### src/rtl/div_wb_queue_pkg.sv
// Shared constants for the divider writeback queue slice.
package div_wb_queue_pkg;
  localparam int unsigned ADDR_BITS = 4;
  localparam int unsigned DATA_BITS = 32;
endpackage

### src/rtl/div_wb_queue_fifo_v.sv
// Generic circular FIFO with flush; head is read combinationally from rd_ptr.
module fifo_v #(
  parameter  int unsigned DEPTH = 4,
  parameter  int unsigned WIDTH = 36,
  localparam int unsigned PTR_W = $clog2(DEPTH)
) (
  input  logic             clk_i,
  input  logic             rst_ni,
  input  logic             flush_i,
  input  logic             push_i,
  input  logic [WIDTH-1:0] data_i,
  input  logic             pop_i,
  output logic [WIDTH-1:0] data_o,
  output logic             full_o,
  output logic             empty_o,
  output logic [PTR_W:0]   usage_o
);
  localparam logic [PTR_W:0] FULL_CNT = (PTR_W + 1)'(DEPTH);

  logic [WIDTH-1:0] mem_q [DEPTH];
  logic [PTR_W-1:0] wr_ptr_q, wr_ptr_d;
  logic [PTR_W-1:0] rd_ptr_q, rd_ptr_d;
  logic [PTR_W:0]   count_q, count_d;
  logic             push_ok, pop_ok;

  assign full_o  = (count_q == FULL_CNT);
  assign empty_o = (count_q == '0);
  assign usage_o = count_q;
  assign data_o  = mem_q[rd_ptr_q];

  // A pop in the same cycle frees the slot, so a full FIFO still accepts a push.
  assign pop_ok  = pop_i & ~empty_o;
  assign push_ok = push_i & (~full_o | pop_ok);

  always_comb begin
    wr_ptr_d = wr_ptr_q;
    rd_ptr_d = rd_ptr_q;
    count_d  = count_q;
    if (flush_i) begin
      wr_ptr_d = '0;
      rd_ptr_d = '0;
      count_d  = '0;
    end else begin
      if (push_ok) wr_ptr_d = wr_ptr_q + 1'b1;
      if (pop_ok)  rd_ptr_d = rd_ptr_q + 1'b1;
      unique case ({push_ok, pop_ok})
        2'b10:   count_d = count_q + 1'b1;
        2'b01:   count_d = count_q - 1'b1;
        default: count_d = count_q;
      endcase
    end
  end

  always_ff @(posedge clk_i or negedge rst_ni) begin
    if (!rst_ni) begin
      wr_ptr_q <= '0;
      rd_ptr_q <= '0;
      count_q  <= '0;
    end else begin
      wr_ptr_q <= wr_ptr_d;
      rd_ptr_q <= rd_ptr_d;
      count_q  <= count_d;
    end
  end

  // Storage is deliberately left out of reset.
  always_ff @(posedge clk_i) begin
    if (push_ok && !flush_i) mem_q[wr_ptr_q] <= data_i;
  end
endmodule

### src/rtl/div_wb_queue.sv
// Divider result queue: buffers unstallable result pulses, presents them on a
// valid/ready writeback port and issues credits covering in-flight divides.
module div_wb_queue
  import div_wb_queue_pkg::*;
#(
  parameter  int unsigned DEPTH     = 4,
  parameter  int unsigned ADDR_BITS = div_wb_queue_pkg::ADDR_BITS,
  localparam int unsigned PTR_W     = $clog2(DEPTH)
) (
  input  logic                 clk_i,
  input  logic                 rst_ni,
  input  logic                 flush_ex_i,
  input  logic                 issue_hsk_i,
  input  logic                 res_vld_i,
  input  logic [ADDR_BITS-1:0] res_trans_id_i,
  input  logic [DATA_BITS-1:0] res_data_i,
  output logic                 issue_ok_o,
  output logic                 wb_vld_o,
  input  logic                 wb_rdy_i,
  output logic [ADDR_BITS-1:0] wb_trans_id_o,
  output logic [DATA_BITS-1:0] wb_data_o,
  output logic                 ovf_err_o
);
  localparam int unsigned   WIDTH     = ADDR_BITS + DATA_BITS;
  localparam logic [PTR_W+1:0] DEPTH_SUM = (PTR_W + 2)'(DEPTH);

  logic             full, empty, push, pop, drop;
  logic [PTR_W:0]   usage;
  logic [WIDTH-1:0] head;
  logic [PTR_W:0]   inflight_q, inflight_d;
  logic             ovf_err_q, ovf_err_d;

  assign pop  = wb_vld_o & wb_rdy_i;
  assign push = res_vld_i & (~full | pop);
  assign drop = res_vld_i & full & ~pop & ~flush_ex_i;

  fifo_v #(
    .DEPTH (DEPTH),
    .WIDTH (WIDTH)
  ) u_fifo (
    .clk_i   (clk_i),
    .rst_ni  (rst_ni),
    .flush_i (flush_ex_i),
    .push_i  (push),
    .data_i  ({res_trans_id_i, res_data_i}),
    .pop_i   (pop),
    .data_o  (head),
    .full_o  (full),
    .empty_o (empty),
    .usage_o (usage)
  );

  // Issue+result in one cycle nets to zero; a stray result saturates at 0.
  always_comb begin
    inflight_d = inflight_q;
    ovf_err_d  = ovf_err_q | drop;
    if (flush_ex_i) begin
      inflight_d = '0;
    end else begin
      unique case ({issue_hsk_i, res_vld_i})
        2'b10:   inflight_d = inflight_q + 1'b1;
        2'b01:   inflight_d = (inflight_q == '0) ? '0 : inflight_q - 1'b1;
        default: inflight_d = inflight_q;
      endcase
    end
  end

  always_ff @(posedge clk_i or negedge rst_ni) begin
    if (!rst_ni) begin
      inflight_q <= '0;
      ovf_err_q  <= 1'b0;
    end else begin
      inflight_q <= inflight_d;
      ovf_err_q  <= ovf_err_d;
    end
  end

  assign issue_ok_o    = ({1'b0, usage} + {1'b0, inflight_q}) < DEPTH_SUM;
  assign wb_vld_o      = ~empty;
  assign wb_trans_id_o = head[WIDTH-1 -: ADDR_BITS];
  assign wb_data_o     = head[DATA_BITS-1:0];
  assign ovf_err_o     = ovf_err_q;
endmodule

### config.mk
export PLATFORM = sky130hd
export DESIGN_NAME = div_wb_queue
export DESIGN_NICKNAME = d
export VERILOG_FILES = /design/src/rtl/div_wb_queue_pkg.sv /design/src/rtl/div_wb_queue_fifo_v.sv /design/src/rtl/div_wb_queue.sv
export SDC_FILE = /design/constraint.sdc
export NUM_CORES = 1
export LEC_CHECK = 0
export CAP_MARGIN = 25
export CORE_MARGIN = 2
export CORE_UTILIZATION = 59
export CTS_CLUSTER_DIAMETER = 60
export CTS_CLUSTER_SIZE = 28
export DETAILED_ROUTE_END_ITERATION = 10
export PLACE_DENSITY_LB_ADDON = 0.3
export SLEW_MARGIN = 20
export SYNTH_ARGS = -nofsm -noshare
export SYNTH_HDL_FRONTEND = slang
export SYNTH_SLANG_ARGS = --single-unit
### constraint.sdc
create_clock -name clk_i -period 4 [get_ports clk_i]
set_input_delay 0.4 -clock clk_i [delete_from_list [all_inputs] [get_ports clk_i]]
set_output_delay 0.4 -clock clk_i [all_outputs]
set_load 0.01 [all_outputs]
==> flow_summary_export.csv <==
group,metric,value,unit
run_status,status,"finished, final reports clean",
floorplanning,die_x,106,um
setup_path,r2r_end,"u_fifo.mem_q[0][4]",
routing,wl_per_cell,20.6,um
job,maxCapViolations,0,
sta,setup_viol,0,
setup_path,cp-start-kind,"flop",
setup_path,ff2ff_setup_slack,1700,ps
pwr,fin_total_pwr,3.93,mW
yosys,synth_seq_cells,155,
yosys,ys_seq_area_share,75.1,%
sta,hold-worst-slack,213,ps
global_routing,antenna_found_initial,0,
finish,areaGrowthSynthToFinish,23.9,%
clock_tree,cts-root-buf,"clkbuf_8",
finish,fillerInstances,616,
clock_tree,post_cts_buffers,0,
sta,rsz0062_at_grt,"false",
yosys,async_reset_ff_share,7.10,%
global_routing,grt_usage,21.1,%
routing,drt-pass1-iter-count,4,
setup_path,cp.required,3600,ps
yosys,yosysWarnings,0,
clock_tree,clk_path_buf_depth,2,
yosys,synth_cell_type_count,41,
routing,num_vias,3032,
finish,nNetsFinal,432,
clock_tree,cts_buffers,17,
yosys,synthCells,289,
floorplanning,die-height,106,um
setup_path,cpMaxStageDelayCell,"dfrtp_2",
routing,viasPerCell,5.74,
sta,clock_skew,5.99,ps
clock_tree,insertion_delay,520,ps
routing,final_antenna_net_count,0,
finish,regArea,4600,um2
setup_path,path_cells,"buf_12 -> mux4_2 -> clkdlybuf4s50_1",
sta,hold_viol,0,
sta,finalCritPeriodShare,75.6,%
clock_tree,cts_resized,0,
yosys,synth_common_cells,"edfxtp_1, mux4_2, dfrtp_1",
clock_tree,cts_max_level,4,
global_routing,grt_overflow,0,
yosys,avgSynthCellArea,21.2,um2
yosys,synth_nets,342,
floorplanning,core,10200,um2
floorplanning,die-area,11200,um2
global_routing,grt_max_degree,38,
setup_path,crit_type,"flop to output port",
routing,drt-initial-drc-count,201,
setup_path,cp_num_buf_inv,2,
sta,post-route-min-period,3020,ps
pwr,ir_drop,0.283,mV
setup_path,crit_family,"buffers and inverters",
hold_path,worstHoldPathType,"input port to asynchronous set/reset pin",
routing,drc,0,
placement,place_congestion,0.747,
placement,dp_hpwl,6.43,mm
sta,tightest_slew,940,ps
clock_tree,cts_tree,"done",
yosys,yosysTopAreaCell,"edfxtp_1",
setup_path,cp.arrival,2620,ps
floorplanning,io_pins,81,
sta,fmax,331,MHz
finish,layout-drive-gt1-share,21.7,%
floorplanning,start_util,60.2,%
floorplanning,rows,37,
global_routing,grt_pass1_vias,3177,
clock_tree,clock-sinks,155,
pwr,power.density,518,nW/um2
sta,relSlewSlack,37.3,%
clock_tree,hold_buffers,0,
setup_path,slowest_delay,730,ps
finish,antenna_cells,0,
setup_path,reg2reg_depth,4,
clock_tree,clk_pin_slew_worst_paths,60,ps
setup_path,worstPathMaxFanout,23,
global_routing,grt_pass1_wl,17.2,mm
yosys,synthFlopType,"edfxtp_1",
yosys,yosysMostFrequentCell,"edfxtp_1",
finish,multi_input_area,1370,um2
yosys,synth_top_area_share,70.6,%
sta,setup-tns-final,0,ps
pwr,p_leak,2.51,nW
sta,slew_viol_final,0,
placement,port_buffers,80,
setup_path,r2r_start,"u_fifo.usage_o[2]",
yosys,syn_area,6130,um2
setup_path,cp-end-kind,"output port",
routing,wl,10.9,mm
setup_path,cp_num_cells,3,
yosys,synth_edf_count,144,
yosys,synth.top_cells.by_area,"edfxtp_1, mux4_2, dfrtp_1, ha_1, a21oi_1",
-- area by class of cell --
| cell class | count | area share, % |
|---|---|---|
| well taps | 136 | 2.24 |
| clock buffers | 17 | 5.46 |
| inverters | 9 | 0.445 |
| clock inverters | 15 | 1.86 |
| repair buffers | 86 | 11.3 |
| multi-input cells | 110 | 18.0 |
| flip-flops and latches | 155 | 60.6 |
-- kinds of logic after synthesis --
| group | share of synthesized area [%] |
|---|---|
| fa+ha+maj | 2.37 |
| xor+xnor | 0.715 |
| flops | 75.1 |
| buf+inv | 2.67 |
| compound gates | 2.33 |
| simple gates | 3.29 |
| mux | 13.6 |
-- metrics by stage --
| step | worst slack [ps] | instance area, um2 | cells | utilization (%) |
|---|---|---|---|---|
| 6_report | 977 | 7590 | 528 | 74.5 |
| 4_1_cts | 897 | 7590 | 528 | 74.5 |
| 3_3_place_gp | 1130 | 7030 | 496 | 69.1 |
| 3_5_place_dp | 1100 | 7030 | 496 | 69.1 |
| 5_1_grt | 827 | 7590 | 528 | 74.5 |
| 2_1_floorplan | 1820 | 6130 | 289 | - |
-- worst max path at each step --
stage	startpoint	end	slack [ps]
after CTS	u_fifo.rd_ptr_q[0]	wb_trans_id_o[2]	900
after detailed placement	wb_rdy_i	u_fifo.mem_q[0][33]	1100
after floorplan	u_fifo.usage_o[2]	u_fifo.mem_q[0][0]	1820
after global placement	wb_rdy_i	u_fifo.mem_q[0][30]	1130
final	u_fifo.rd_ptr_q[0]	wb_data_o[11]	980
after global routing	u_fifo.rd_ptr_q[0]	wb_trans_id_o[2]	830
-- power by group --
group / internal, mW / switching [mW]
registers: 1.84 / 0.0659
clock network: 0.836 / 0.647
logic: 0.327 / 0.219
total: 3.00 / 0.932
-- per-layer routing --
layer,GRT usage (%),up-vias,part of all wire (%)
met3,6.01,15,5.3
met5,0,-,0
li1,-,1358,-
met2,32.9,91,51
met1,28.1,1568,42
met4,9.96,0,1.7
-- state kept, by name, indices dropped and copies added (netlist names) --
register and cells:
u_fifo.mem_q 144, inflight_q 3, u_fifo.rd_ptr_q 2, ovf_err_o 1
u_fifo.usage_o 3, u_fifo.wr_ptr_q 2
-- cell usage in the layout (no fill, tap or decap), drive strengths merged, types with 2 or more instances in the layout --
| master | n |
|---|---|
| clkbuf | 17 |
| nand2 | 2 |
| nor4b | 2 |
| inv | 14 |
| dfrtp | 11 |
| mux4 | 36 |
| clkdlybuf4s50 | 80 |
| xor2 | 3 |
| or3 | 2 |
| a21oi | 8 |
| o21ai | 7 |
| edfxtp | 144 |
| nand3 | 3 |
| a31oi | 2 |
| nor3b | 2 |
| clkinvlp | 3 |
| xnor2 | 2 |
| ha | 10 |
| mux2i | 2 |
| nand2b | 2 |
| clkinv | 6 |
| and2 | 4 |
| nor3 | 2 |
| a211oi | 2 |
| buf | 6 |
| nor2 | 10 |
-- worst reg2reg max path, cell delays in order (launching register included) --
cell	delay, ps
dfrtp_1	500
nor4b_4	200
nor3_1	270
and2_2	700
buf_4	330
Power figures use the tool's default switching activity.
